$ cat src/rtl/uart_cmd_exec_pkg.sv
// Shared definitions for the UART command executor: FSM state codes, ASCII
// constants for command keywords and responses, and the address-width helper.
package uart_cmd_exec_pkg;

    localparam logic [3:0] ST_IDLE     = 4'd0;
    localparam logic [3:0] ST_HDR      = 4'd1;
    localparam logic [3:0] ST_DECODE   = 4'd2;
    localparam logic [3:0] ST_RESP_OK  = 4'd3;
    localparam logic [3:0] ST_RESP_RD  = 4'd4;
    localparam logic [3:0] ST_RESP_REV = 4'd5;
    localparam logic [3:0] ST_RESP_ERR = 4'd6;
    localparam logic [3:0] ST_RESP_NL  = 4'd7;
    localparam logic [3:0] ST_DONE     = 4'd8;

    localparam logic [7:0]  CH_CR       = 8'h0D;
    localparam logic [7:0]  CH_LF       = 8'h0A;
    localparam logic [7:0]  CH_BS       = 8'h08;
    localparam logic [31:0] STR_LED_CMD = "led ";
    localparam logic [15:0] STR_RD      = "rd";
    localparam logic [31:0] STR_REV     = "rev ";
    localparam logic [15:0] STR_OK      = "OK";
    localparam logic [23:0] STR_ERR     = "ERR";
    localparam logic [31:0] STR_LED_RSP = "LED=";

    // Bit count of (len-1) plus one, so a length equal to the depth still fits.
    function automatic int aw_of(input int len);
        int n;
        n = 0;
        for (int i = 0; i < 31; i++) begin
            if (((len - 1) >> i) != 0) n = i + 1;
        end
        return n + 1;
    endfunction

endpackage

$ cat src/rtl/uart_cmd_exec_hex_ascii.sv
// Combinational hex helper: nibble to uppercase ASCII digit, and ASCII hex
// digit (0-9, a-f, A-F) to nibble with a validity flag.
module uart_cmd_exec_hex_ascii (
    input  logic [3:0] nib,
    input  logic [7:0] asc,
    output logic [7:0] asc_out,
    output logic [3:0] nib_out,
    output logic       nib_valid
);

    always_comb begin
        asc_out   = (nib < 4'd10) ? (8'h30 + {4'h0, nib}) : (8'h37 + {4'h0, nib});
        nib_out   = 4'h0;
        nib_valid = 1'b0;
        if (asc >= "0" && asc <= "9") begin
            nib_out   = 4'(asc - 8'h30);
            nib_valid = 1'b1;
        end else if (asc >= "a" && asc <= "f") begin
            nib_out   = 4'(asc - 8'h57);
            nib_valid = 1'b1;
        end else if (asc >= "A" && asc <= "F") begin
            nib_out   = 4'(asc - 8'h37);
            nib_valid = 1'b1;
        end
    end

endmodule

$ cat src/rtl/uart_cmd_exec.sv
// Command executor: reads a command line from the shared line RAM, decodes
// "led XY", "rd" and "rev <text>", and writes a CR/LF-terminated response.
module uart_cmd_exec
    import uart_cmd_exec_pkg::*;
#(
    parameter int WIDTH      = 8,
    parameter int LEN        = 256,
    parameter int RXSTR_BASE = 0,
    parameter int TXSTR_BASE = 128
) (
    input  logic                    clk,
    input  logic                    rst,
    input  logic                    cmd_valid,
    input  logic [aw_of(LEN)-1:0]   cmd_len,
    output logic                    msg_valid,
    output logic [aw_of(LEN)-1:0]   msg_len,
    output logic [aw_of(LEN)-1:0]   addr,
    output logic [WIDTH-1:0]        din,
    input  logic [WIDTH-1:0]        dout,
    output logic                    we,
    output logic [7:0]              led
);

    localparam int AW = aw_of(LEN);
    localparam logic [AW-1:0] RX0     = AW'(RXSTR_BASE);
    localparam logic [AW-1:0] TX0     = AW'(TXSTR_BASE);
    localparam logic [AW-1:0] REV_CAP = AW'(LEN - TXSTR_BASE - 2);

    logic [3:0]       state;
    logic [2:0]       cnt;
    logic             ph;
    logic [AW-1:0]    len_q;
    logic [AW-1:0]    widx;
    logic [AW-1:0]    rev_n;
    logic [7:0]       hdr [4];
    logic [31:0]      hdr_word;
    logic [7:0]       arg_hi;
    logic [7:0]       arg_lo;
    logic [WIDTH-1:0] din_q;
    logic             din_sel;
    logic [7:0]       resp_byte;
    logic [7:0]       led_hi_asc;
    logic [7:0]       led_lo_asc;
    logic [3:0]       arg_hi_nib;
    logic [3:0]       arg_lo_nib;
    logic             arg_hi_ok;
    logic             arg_lo_ok;

    uart_cmd_exec_hex_ascii u_hex_hi (
        .nib       (led[7:4]),
        .asc       (arg_hi),
        .asc_out   (led_hi_asc),
        .nib_out   (arg_hi_nib),
        .nib_valid (arg_hi_ok)
    );

    uart_cmd_exec_hex_ascii u_hex_lo (
        .nib       (led[3:0]),
        .asc       (arg_lo),
        .asc_out   (led_lo_asc),
        .nib_out   (arg_lo_nib),
        .nib_valid (arg_lo_ok)
    );

    assign hdr_word = {hdr[0], hdr[1], hdr[2], hdr[3]};

    // Reversal forwards the RAM read data straight into the write cycle so
    // each byte costs only one read cycle plus one write cycle.
    assign din = din_sel ? dout : din_q;

    always_comb begin
        resp_byte = 8'h00;
        case (state)
            ST_RESP_OK: resp_byte = (cnt == 3'd3) ? STR_OK[15:8] : STR_OK[7:0];
            ST_RESP_RD: begin
                case (cnt)
                    3'd0:    resp_byte = STR_LED_RSP[31:24];
                    3'd1:    resp_byte = STR_LED_RSP[23:16];
                    3'd2:    resp_byte = STR_LED_RSP[15:8];
                    3'd3:    resp_byte = STR_LED_RSP[7:0];
                    3'd4:    resp_byte = led_hi_asc;
                    default: resp_byte = led_lo_asc;
                endcase
            end
            ST_RESP_ERR: begin
                case (cnt)
                    3'd0:    resp_byte = STR_ERR[23:16];
                    3'd1:    resp_byte = STR_ERR[15:8];
                    default: resp_byte = STR_ERR[7:0];
                endcase
            end
            ST_RESP_NL: resp_byte = ph ? CH_LF : CH_CR;
            default:    resp_byte = 8'h00;
        endcase
    end

    always_ff @(posedge clk) begin
        if (rst) begin
            state     <= ST_IDLE;
            msg_valid <= 1'b0;
            msg_len   <= '0;
            we        <= 1'b0;
            addr      <= '0;
            din_q     <= '0;
            din_sel   <= 1'b0;
            led       <= 8'h00;
            cnt       <= '0;
            ph        <= 1'b0;
            widx      <= '0;
        end else begin
            we        <= 1'b0;
            msg_valid <= 1'b0;
            din_sel   <= 1'b0;
            case (state)
                ST_IDLE: begin
                    if (cmd_valid) begin
                        len_q <= cmd_len;
                        addr  <= RX0;
                        cnt   <= '0;
                        state <= ST_HDR;
                    end
                end
                // Reads issued at cnt 0..3 land in hdr one cycle later (cnt 1..4).
                ST_HDR: begin
                    if (cnt != 3'd0)
                        hdr[cnt[1:0] - 2'd1] <= (AW'(cnt - 3'd1) < len_q) ? dout[7:0] : 8'h00;
                    if (cnt < 3'd3)
                        addr <= RX0 + AW'(cnt) + AW'(1);
                    if (cnt == 3'd4)
                        state <= ST_DECODE;
                    cnt <= cnt + 3'd1;
                end
                ST_DECODE: begin
                    cnt   <= '0;
                    ph    <= 1'b0;
                    widx  <= '0;
                    rev_n <= (len_q - AW'(4) > REV_CAP) ? REV_CAP : len_q - AW'(4);
                    addr  <= RX0 + len_q - AW'(1);
                    if (len_q == '0) begin
                        state <= ST_RESP_NL;
                    end else if (len_q == AW'(6) && hdr_word == STR_LED_CMD) begin
                        state <= ST_RESP_OK;
                        addr  <= RX0 + AW'(4);
                    end else if (len_q == AW'(2) && hdr_word[31:16] == STR_RD) begin
                        state <= ST_RESP_RD;
                    end else if (len_q >= AW'(4) && hdr_word == STR_REV) begin
                        state <= ST_RESP_REV;
                    end else begin
                        state <= ST_RESP_ERR;
                    end
                end
                ST_RESP_OK: begin
                    cnt <= cnt + 3'd1;
                    case (cnt)
                        3'd0: addr   <= RX0 + AW'(5);
                        3'd1: arg_hi <= dout[7:0];
                        3'd2: arg_lo <= dout[7:0];
                        3'd3: begin
                            if (arg_hi_ok && arg_lo_ok) begin
                                led   <= {arg_hi_nib, arg_lo_nib};
                                addr  <= TX0 + widx;
                                din_q <= WIDTH'(resp_byte);
                                we    <= 1'b1;
                                widx  <= widx + AW'(1);
                            end else begin
                                state <= ST_RESP_ERR;
                                cnt   <= '0;
                            end
                        end
                        default: begin
                            addr  <= TX0 + widx;
                            din_q <= WIDTH'(resp_byte);
                            we    <= 1'b1;
                            widx  <= widx + AW'(1);
                            ph    <= 1'b0;
                            state <= ST_RESP_NL;
                        end
                    endcase
                end
                ST_RESP_RD, ST_RESP_ERR: begin
                    addr  <= TX0 + widx;
                    din_q <= WIDTH'(resp_byte);
                    we    <= 1'b1;
                    widx  <= widx + AW'(1);
                    cnt   <= cnt + 3'd1;
                    if ((state == ST_RESP_RD && cnt == 3'd5) || (state == ST_RESP_ERR && cnt == 3'd2)) begin
                        ph    <= 1'b0;
                        state <= ST_RESP_NL;
                    end
                end
                // ph=0: source read on the bus; ph=1: write with forwarded data.
                ST_RESP_REV: begin
                    if (!ph) begin
                        if (widx == rev_n) begin
                            state <= ST_RESP_NL;
                        end else begin
                            addr    <= TX0 + widx;
                            we      <= 1'b1;
                            din_sel <= 1'b1;
                            ph      <= 1'b1;
                        end
                    end else begin
                        din_q <= dout;
                        widx  <= widx + AW'(1);
                        addr  <= RX0 + len_q - AW'(2) - widx;
                        ph    <= 1'b0;
                    end
                end
                ST_RESP_NL: begin
                    addr  <= TX0 + widx;
                    din_q <= WIDTH'(resp_byte);
                    we    <= 1'b1;
                    widx  <= widx + AW'(1);
                    ph    <= 1'b1;
                    if (ph)
                        state <= ST_DONE;
                end
                ST_DONE: begin
                    msg_valid <= 1'b1;
                    msg_len   <= widx;
                    state     <= ST_IDLE;
                end
                default: state <= ST_IDLE;
            endcase
        end
    end

endmodule

$ cat config.mk
export PLATFORM = sky130hd
export DESIGN_NAME = uart_cmd_exec
export DESIGN_NICKNAME = d
export VERILOG_FILES = /design/src/rtl/uart_cmd_exec_pkg.sv /design/src/rtl/uart_cmd_exec_hex_ascii.sv /design/src/rtl/uart_cmd_exec.sv
export SDC_FILE = /design/constraint.sdc
export NUM_CORES = 1
export LEC_CHECK = 0
export ABC_CLOCK_PERIOD_IN_PS = 6300
export BUFFER_PORTS_ARGS = -buffer_cell sky130_fd_sc_hd__clkbuf_2
export CAP_MARGIN = 30
export CORE_AREA = 2 2 110 112
export DETAILED_ROUTE_END_ITERATION = 6
export DIE_AREA = 0 0 112 114
export PLACE_DENSITY = 0.75
export REMOVE_ABC_BUFFERS = 1
export SYNTH_ARGS = -nofsm -noshare
export SYNTH_HDL_FRONTEND = slang
export SYNTH_SLANG_ARGS = --single-unit
$ cat constraint.sdc
create_clock -name clk -period 6.3 [get_ports clk]
set_input_delay 0 -clock clk [delete_from_list [all_inputs] [get_ports clk]]
set_output_delay 0 -clock clk [all_outputs]
set_load 0.05 [all_outputs]
Word-level counts from Yosys, hierarchy flattened
Memory sizes are Yosys's and may differ from the RTL's.
Cells that the tools add are included.
{"block": "classes", "addsub": 20, "mul": 0, "n_div": 0, "n_lt_le_gt_ge": 18, "eq_ne": 33, "shift": 0, "muxes": 68, "bitwise": 2, "n_reduce_logical": 40}
{"operator": "$mux 9", "count": 9}
{"operator": "$eq 32x31->1 const B", "count": 2}
{"operator": "$pmux 9 s6", "count": 1}
{"operator": "$mux 4", "count": 13}
{"operator": "$mux 8", "count": 6}
{"operator": "$pmux 8 s5", "count": 1}
{"operator": "$pmux 9 s4", "count": 1}
{"operator": "$ge 8x7->1 const B", "count": 4}
{"operator": "$le 8x7->1 const B", "count": 4}
{"operator": "$pmux 8 s4", "count": 1}
{"operator": "$add 6x4->7 const A", "count": 4}
{"operator": "$pmux 4 s7", "count": 1}
{"operator": "$pmux 9 s3", "count": 1}
{"operator": "$pmux 8 s3", "count": 1}
{"operator": "$ne 2x2->1 const B", "count": 11}
{"operator": "$mux 3", "count": 7}
{"operator": "$pmux 9 s2", "count": 1}
{"operator": "$eq 16x15->1 const B", "count": 1}
{"operator": "$eq 4x3->1 const B", "count": 4}
{"operator": "$ge 8x6->1 const B", "count": 2}
{"operator": "$le 8x6->1 const B", "count": 2}
{"operator": "$mux 1", "count": 16}
{"operator": "$pmux 8 s2", "count": 1}
{"operator": "$sub 4x3->4 const B", "count": 4}
{"operator": "51 further kinds", "count": 83}
{"block": "totals", "reg_bits": 88, "latch_bits": 0, "mem_bits_rw": 32, "romBits": 0, "inputBits": 20, "out_inout_bits": 36, "elab_cells": 197, "memories": 1}
{"memory": "hdr", "words": 4, "word_bits": 8, "rd": 4, "rd_clocked_by_memory_dff": 0, "wr": 1, "line_no": "uart_cmd_exec.sv:35", "rtl": "logic [7:0] hdr [4];"}

Longest topological paths before layout
{"block": "logic_depth", "ltp_word": 9, "mapped_depth": 13, "mapped_depth_nobuf": 13}

By module
From an unflattened synthesis, not the netlist that was laid out.
{"block": "unflattened", "hier_cells": 764, "area_unflattened_um2": 7126.8}
{"mod": "uart_cmd_exec", "instances": 1, "cells_each": 684, "area_per_inst_um2": 6588.8, "seq_area_each_um2": 3062.9}
{"mod": "uart_cmd_exec_hex_ascii (u_hex_hi)", "instances": 1, "cells_each": 43, "area_per_inst_um2": 275.3, "seq_area_each_um2": 0.0}
{"mod": "uart_cmd_exec_hex_ascii (u_hex_lo)", "instances": 1, "cells_each": 37, "area_per_inst_um2": 262.8, "seq_area_each_um2": 0.0}

Least setup slack after synthesis
No wires, ideal clock.
{"block": "synth_path", "kind": "reg2reg", "from": "register arg_lo[1]", "to": "register addr[8]", "setup_ns": 0.079, "arrival_ns": 2.738, "required_ns": 6.221, "setup_slack_ns": 3.483, "path_stages_with_launch": 10, "path_buffers": 0, "period_less_slack_ns": 2.817, "path_cell_list": "edfxtp_1 > inv_1 > ha_1 > o21bai_1 > a2111oi_2 > o22ai_2 > a221o_1 > a2111o_1 > a221o_1 > o211ai_1"}
{"block": "synth_between", "elab_chain_len": 8, "word_cells_on_any_way": 15, "cone_classes": "6 x order compare; 1 x eq/ne; 3 x mux; 5 x reduce/logical"}
{"item": "from (decl)", "line_no": "uart_cmd_exec.sv:38", "rtl": "logic [7:0] arg_lo;"}
{"item": "from (signal assigned)", "line_no": "uart_cmd_exec.sv:157", "rtl": "3'd2: arg_lo <= dout[7:0];"}
{"item": "$ge 8x7->1 or $le 8x7->1 (tied branches)", "line_no": "uart_cmd_exec_hex_ascii.sv:21", "rtl": "end else if (asc >= \"A\" && asc <= \"F\") begin"}
{"item": "$logic_and 1x1->1", "line_no": "uart_cmd_exec_hex_ascii.sv:21"}
{"item": "$mux 1", "line_no": "uart_cmd_exec_hex_ascii.sv:21"}
{"item": "$mux 1", "line_no": "uart_cmd_exec_hex_ascii.sv:18", "rtl": "end else if (asc >= \"a\" && asc <= \"f\") begin"}
{"item": "$mux 1 *", "line_no": "uart_cmd_exec_hex_ascii.sv:15", "rtl": "if (asc >= \"0\" && asc <= \"9\") begin"}
{"item": "$logic_and 1x1->1 *", "line_no": "uart_cmd_exec.sv:159", "rtl": "if (arg_hi_ok && arg_lo_ok) begin"}
{"item": "$ne 3x3->1 (no source line) *"}
{"item": "$reduce_and 6->1 (no source line) *"}
{"item": "to (signal assigned)", "line_no": "uart_cmd_exec.sv:155", "rtl": "3'd0: addr <= RX0 + AW'(5);"}
{"item": "to (signal assigned)", "line_no": "uart_cmd_exec.sv:161", "rtl": "addr <= TX0 + widx;"}
{"item": "to (signal assigned)", "line_no": "uart_cmd_exec.sv:171", "rtl": "addr <= TX0 + widx;"}
{"item": "to (decl)", "line_no": "uart_cmd_exec.sv:17", "rtl": "output logic [aw_of(LEN)-1:0] addr,"}
Mark *: on every way between the ends. The rest lies on a longest branch, timed or not.
A chain may end at the register's enable or synchronous reset.

Final worst setup path
Ends and elaborated chain as after synthesis.

==> results.cfg <==
[floorplanning]
boundaryPins = 56
die_area_um2 = 12800
core_region_area_um2 = 11700
fp.dieW_um = 112
start_util_pct = 58.0
rows = 40
dieHeight_um = 114

[sta]
report.final.hold_viol_count = 0
post-route-period-util_pct = 51.1
clock-skew-final_ns = 0.00815
timing.setup.tns_ns = 0
setup_slack_ns = 3.08
setup_viol = 0
max-slew-margin-rel_pct = 33.5
achievable-frequency_mhz = 311
rsz0062_at_grt = no
finalCriticalPeriod_ns = 3.22
finalMaxSlewViolations = 0
worst_pin_slew_ns = 0.989
fin_hold_ws_ns = 0.0931

[setup_path]
worst_path_most_repeated_cell = sky130_fd_sc_hd__a221o_1
crit_slowest_cell = sky130_fd_sc_hd__a2111oi_2
timing.critical_path.to_type = flop
timing_worst_setup_path_type = flop to flop
category_of_cells_accounting_for_the_largest_share_of_critical_path_delay = compound AO/OA/AOI/OAI gates
startpoint_type = flop
path_max_fanout = 10
max_stage_delay_ns = 0.70
crit_path_cell_trace = inv_1 > ha_1 > o21bai_1 > a2111oi_2 > o22ai_2 > a221o_1 > a2111o_1 > a221o_1 > o211ai_1
crit_arrival_ns = 3.57
path_buf_inv = 1
critical_path_required_ns = 6.65

[yosys]
synth.area.top_cells = sky130_fd_sc_hd__edfxtp_1 (29%), sky130_fd_sc_hd__dfxtp_1 (16%), sky130_fd_sc_hd__ha_1 (8.5%)
yosysWarnings = 0
synth-seq-area-share_pct = 45.1
synth_async_sr_flop_share_pct = 0
synth_simple_gate_area_share_pct = 19.2
post_synth_inst_count = 717
synth_top_family_by_area = simple AND/OR/NAND/NOR gates
library_cell_occupying_the_most_area_in_the_post_synthesis_netlist = sky130_fd_sc_hd__edfxtp_1
post_synth_xor_area_fraction_pct = 3.61
total_standard_cell_area_after_synthesis_um2 = 6790
synth-compound-area-share_pct = 17.4
synthDistinctLibCells = 69
synth.ff_latch_count = 120
primary_ff_master_synth = sky130_fd_sc_hd__edfxtp_1
synth-edff-count = 66
adder_cell_area_share_of_the_yosys_netlist_pct = 8.77
syn_area_per_cell_um2 = 9.47
synthDominantCellAreaShare_pct = 29.2
post_synth_mux_area_share_pct = 1.62

[global_routing]
antenna_found_initial = 0
global_route_wire_length_before_repair_mm = 28.2
grt_max_degree = 44
globalRouteTotalUtil_pct = 28.4
grt_pass1_vias = 5644
gr-total-overflow = 0

[finish]
stdcell_area_um2 = 7990
final_nets = 850
area.growth.synth_to_final_pct = 17.7
num_antenna_cells = 0
finalCoreUtilization_pct = 68.3
fill_cells = 885
drive_above_1_share_pct = 13.1

[cts]
cts_max_level = 4
clockBufferDepth = 2
numCtsBuffers = 17
cts_setup_buffers = 0
clock_network_latency_to_the_later_pin_of_the_worst_skew_pair_ns = 0.43
tritoncts = done
ctsResizeCount = 0
path_clk_slew_ns = 0.06
cts.root.buffer_cell = sky130_fd_sc_hd__clkbuf_16
cts_sinks = 120

[pwr]
leakage_nw = 3.00
max-vdd-ir-drop_v = 0.000246
power_density_nw_per_um2 = 350

[placed_design]
hpwl_after_dpl_mm = 12.6
place.port_buffers = 55
globalplace.congestion = 0.943
placement.cell_area_um2 = 7170
pre_cts_slack_ns = 3.15

[detailed_routing]
detail_route.drc_violations = 11
post_drt_via_cell_ratio = 6.24
drt_iter0_drc = 640
postRouteWirelength_mm = 17.6
detail_route.first_pass.iterations = 7
final_antenna_net_count = 0
wl_per_cell_um = 18.7
dr_total_vias = 5878

[run_status]
violated_checks = design-rule violations
result_of_the_run = finished with violations

[hold_path]
min_path_type = input port to flop

[run]
maxCapViolCount = 0
-- Yosys cell counts (5+ instances only) --
library cell               number
sky130_fd_sc_hd__nand3_1       21
sky130_fd_sc_hd__a211oi_1      12
sky130_fd_sc_hd__ha_1          46
sky130_fd_sc_hd__and2_1        21
sky130_fd_sc_hd__and3_1         6
sky130_fd_sc_hd__nor3b_1        6
sky130_fd_sc_hd__o21bai_1       5
sky130_fd_sc_hd__a21oi_1       52
sky130_fd_sc_hd__xnor2_1       22
sky130_fd_sc_hd__nor3_1        24
sky130_fd_sc_hd__nand2b_1      12
sky130_fd_sc_hd__xor2_1         6
sky130_fd_sc_hd__nor2_1        50
sky130_fd_sc_hd__dfxtp_1       54
sky130_fd_sc_hd__nor4_1        10
sky130_fd_sc_hd__edfxtp_1      66
sky130_fd_sc_hd__nor4bb_1       6
sky130_fd_sc_hd__mux2_2         8
sky130_fd_sc_hd__a31oi_1       18
sky130_fd_sc_hd__inv_1         46
sky130_fd_sc_hd__nand4_1        8
sky130_fd_sc_hd__nor2b_1        8
sky130_fd_sc_hd__clkbuf_1      25
sky130_fd_sc_hd__nand2_1       74
sky130_fd_sc_hd__o211ai_1       5
sky130_fd_sc_hd__o21ai_0       31
-- where the power goes --
part | leakage (nW) | total (W) | internal (W) | switching, W
combinational | 1.64 | 0.000719 | 0.000252 | 0.000468
sequential | 1.03 | 0.000983 | 0.000899 | 0.0000837
clock | 0.317 | 0.00110 | 0.000737 | 0.000359
total | 3.00 | 0.00280 | 0.00189 | 0.000911
-- timing repair --
action	in CTS	in global routing
hold endpoints to repair	27	0
setup endpoints to repair	0	0
hold buffers	17	0
-- metal layers --
| metal | track usage, % | routed length (um) | up-vias |
|---|---|---|---|
| li1 | - | - | 2769 |
| met1 | 34.8 | 7360 | 2777 |
| met2 | 47.1 | 8400 | 265 |
| met3 | 6.06 | 1090 | 67 |
| met4 | 15.7 | 759 | 0 |
| met5 | 0 | 0 | - |
-- cells in the final DEF (no fill, tap or decap), drive strengths merged, types with 7 or more instances in the layout --
master	n
a211oi	12
a21oi	52
a31oi	18
and2	21
clkbuf	73
clkinv	7
dfxtp	54
dlygate4sd3	17
edfxtp	66
ha	46
inv	47
mux2	8
nand2	74
nand2b	12
nand3	21
nand4	8
nor2	50
nor2b	8
nor3	25
nor4	11
o21ai	31
xnor2	22
-- cells by family (layout without fill, tap and decap cells) --
group                      after synthesis  count (layout)
AOI/OAI and AO/OA                      177             177
xor gates and xnor gates                28              28
adders and majority gates               47              47
buffers and inverters                   77             154
DFF                                    120             120
muxes                                   10              10
other                                    1               2
and+or+nand+nor                        257             257
-- cell type report --
class	instances	area [um^2]	share of cell area, %
clock buffer	18	429	5.37
clock inverter	13	228	2.85
inverter	48	180	2.25
timing repair buffer	75	468	5.85
tap	147	184	2.30
multi-input combinational	521	3440	43.1
sequential	120	3060	38.3
-- worst paths after layout --
kind,startpoint,to,slack (ns),cells after the start
hold / removal,rst,cnt[1],0.09,3
hold reg to reg,msg_len[6],msg_len[6],0.46,2
setup / recovery,arg_lo[1],addr[8],3.08,9
setup reg to reg,arg_lo[1],addr[8],3.08,9
-- metrics by stage --
stage / std cells / power [W]
after global routing: 942 / 0.00292
final: 942 / 0.00280
after CTS: 942 / 0.00278
after detailed placement: 894 / 0.00169
after floorplan: 689 / 0.00148
after global placement: 893 / 0.00167
-- registers in the layout, indices dropped and copies added, names as in the netlist, 3 cells and up --
register and flops:
rev_n 9, msg_len 9, led 8, hdr 32, arg_lo 8, addr 9, din_q 8, len_q 9
widx 9, arg_hi 8, cnt 3, state 4
-- worst register-to-register path: stages, from the launching register on --
cell and delay [ns]:
sky130_fd_sc_hd__edfxtp_1 0.45, sky130_fd_sc_hd__inv_1 0.13, sky130_fd_sc_hd__ha_1 0.17, sky130_fd_sc_hd__o21bai_1 0.09, sky130_fd_sc_hd__a2111oi_2 0.70, sky130_fd_sc_hd__o22ai_2 0.24, sky130_fd_sc_hd__a221o_1 0.40, sky130_fd_sc_hd__a2111o_1 0.53
sky130_fd_sc_hd__a221o_1 0.31, sky130_fd_sc_hd__o211ai_1 0.10
No activity file was read; power rests on OpenSTA's default activity.
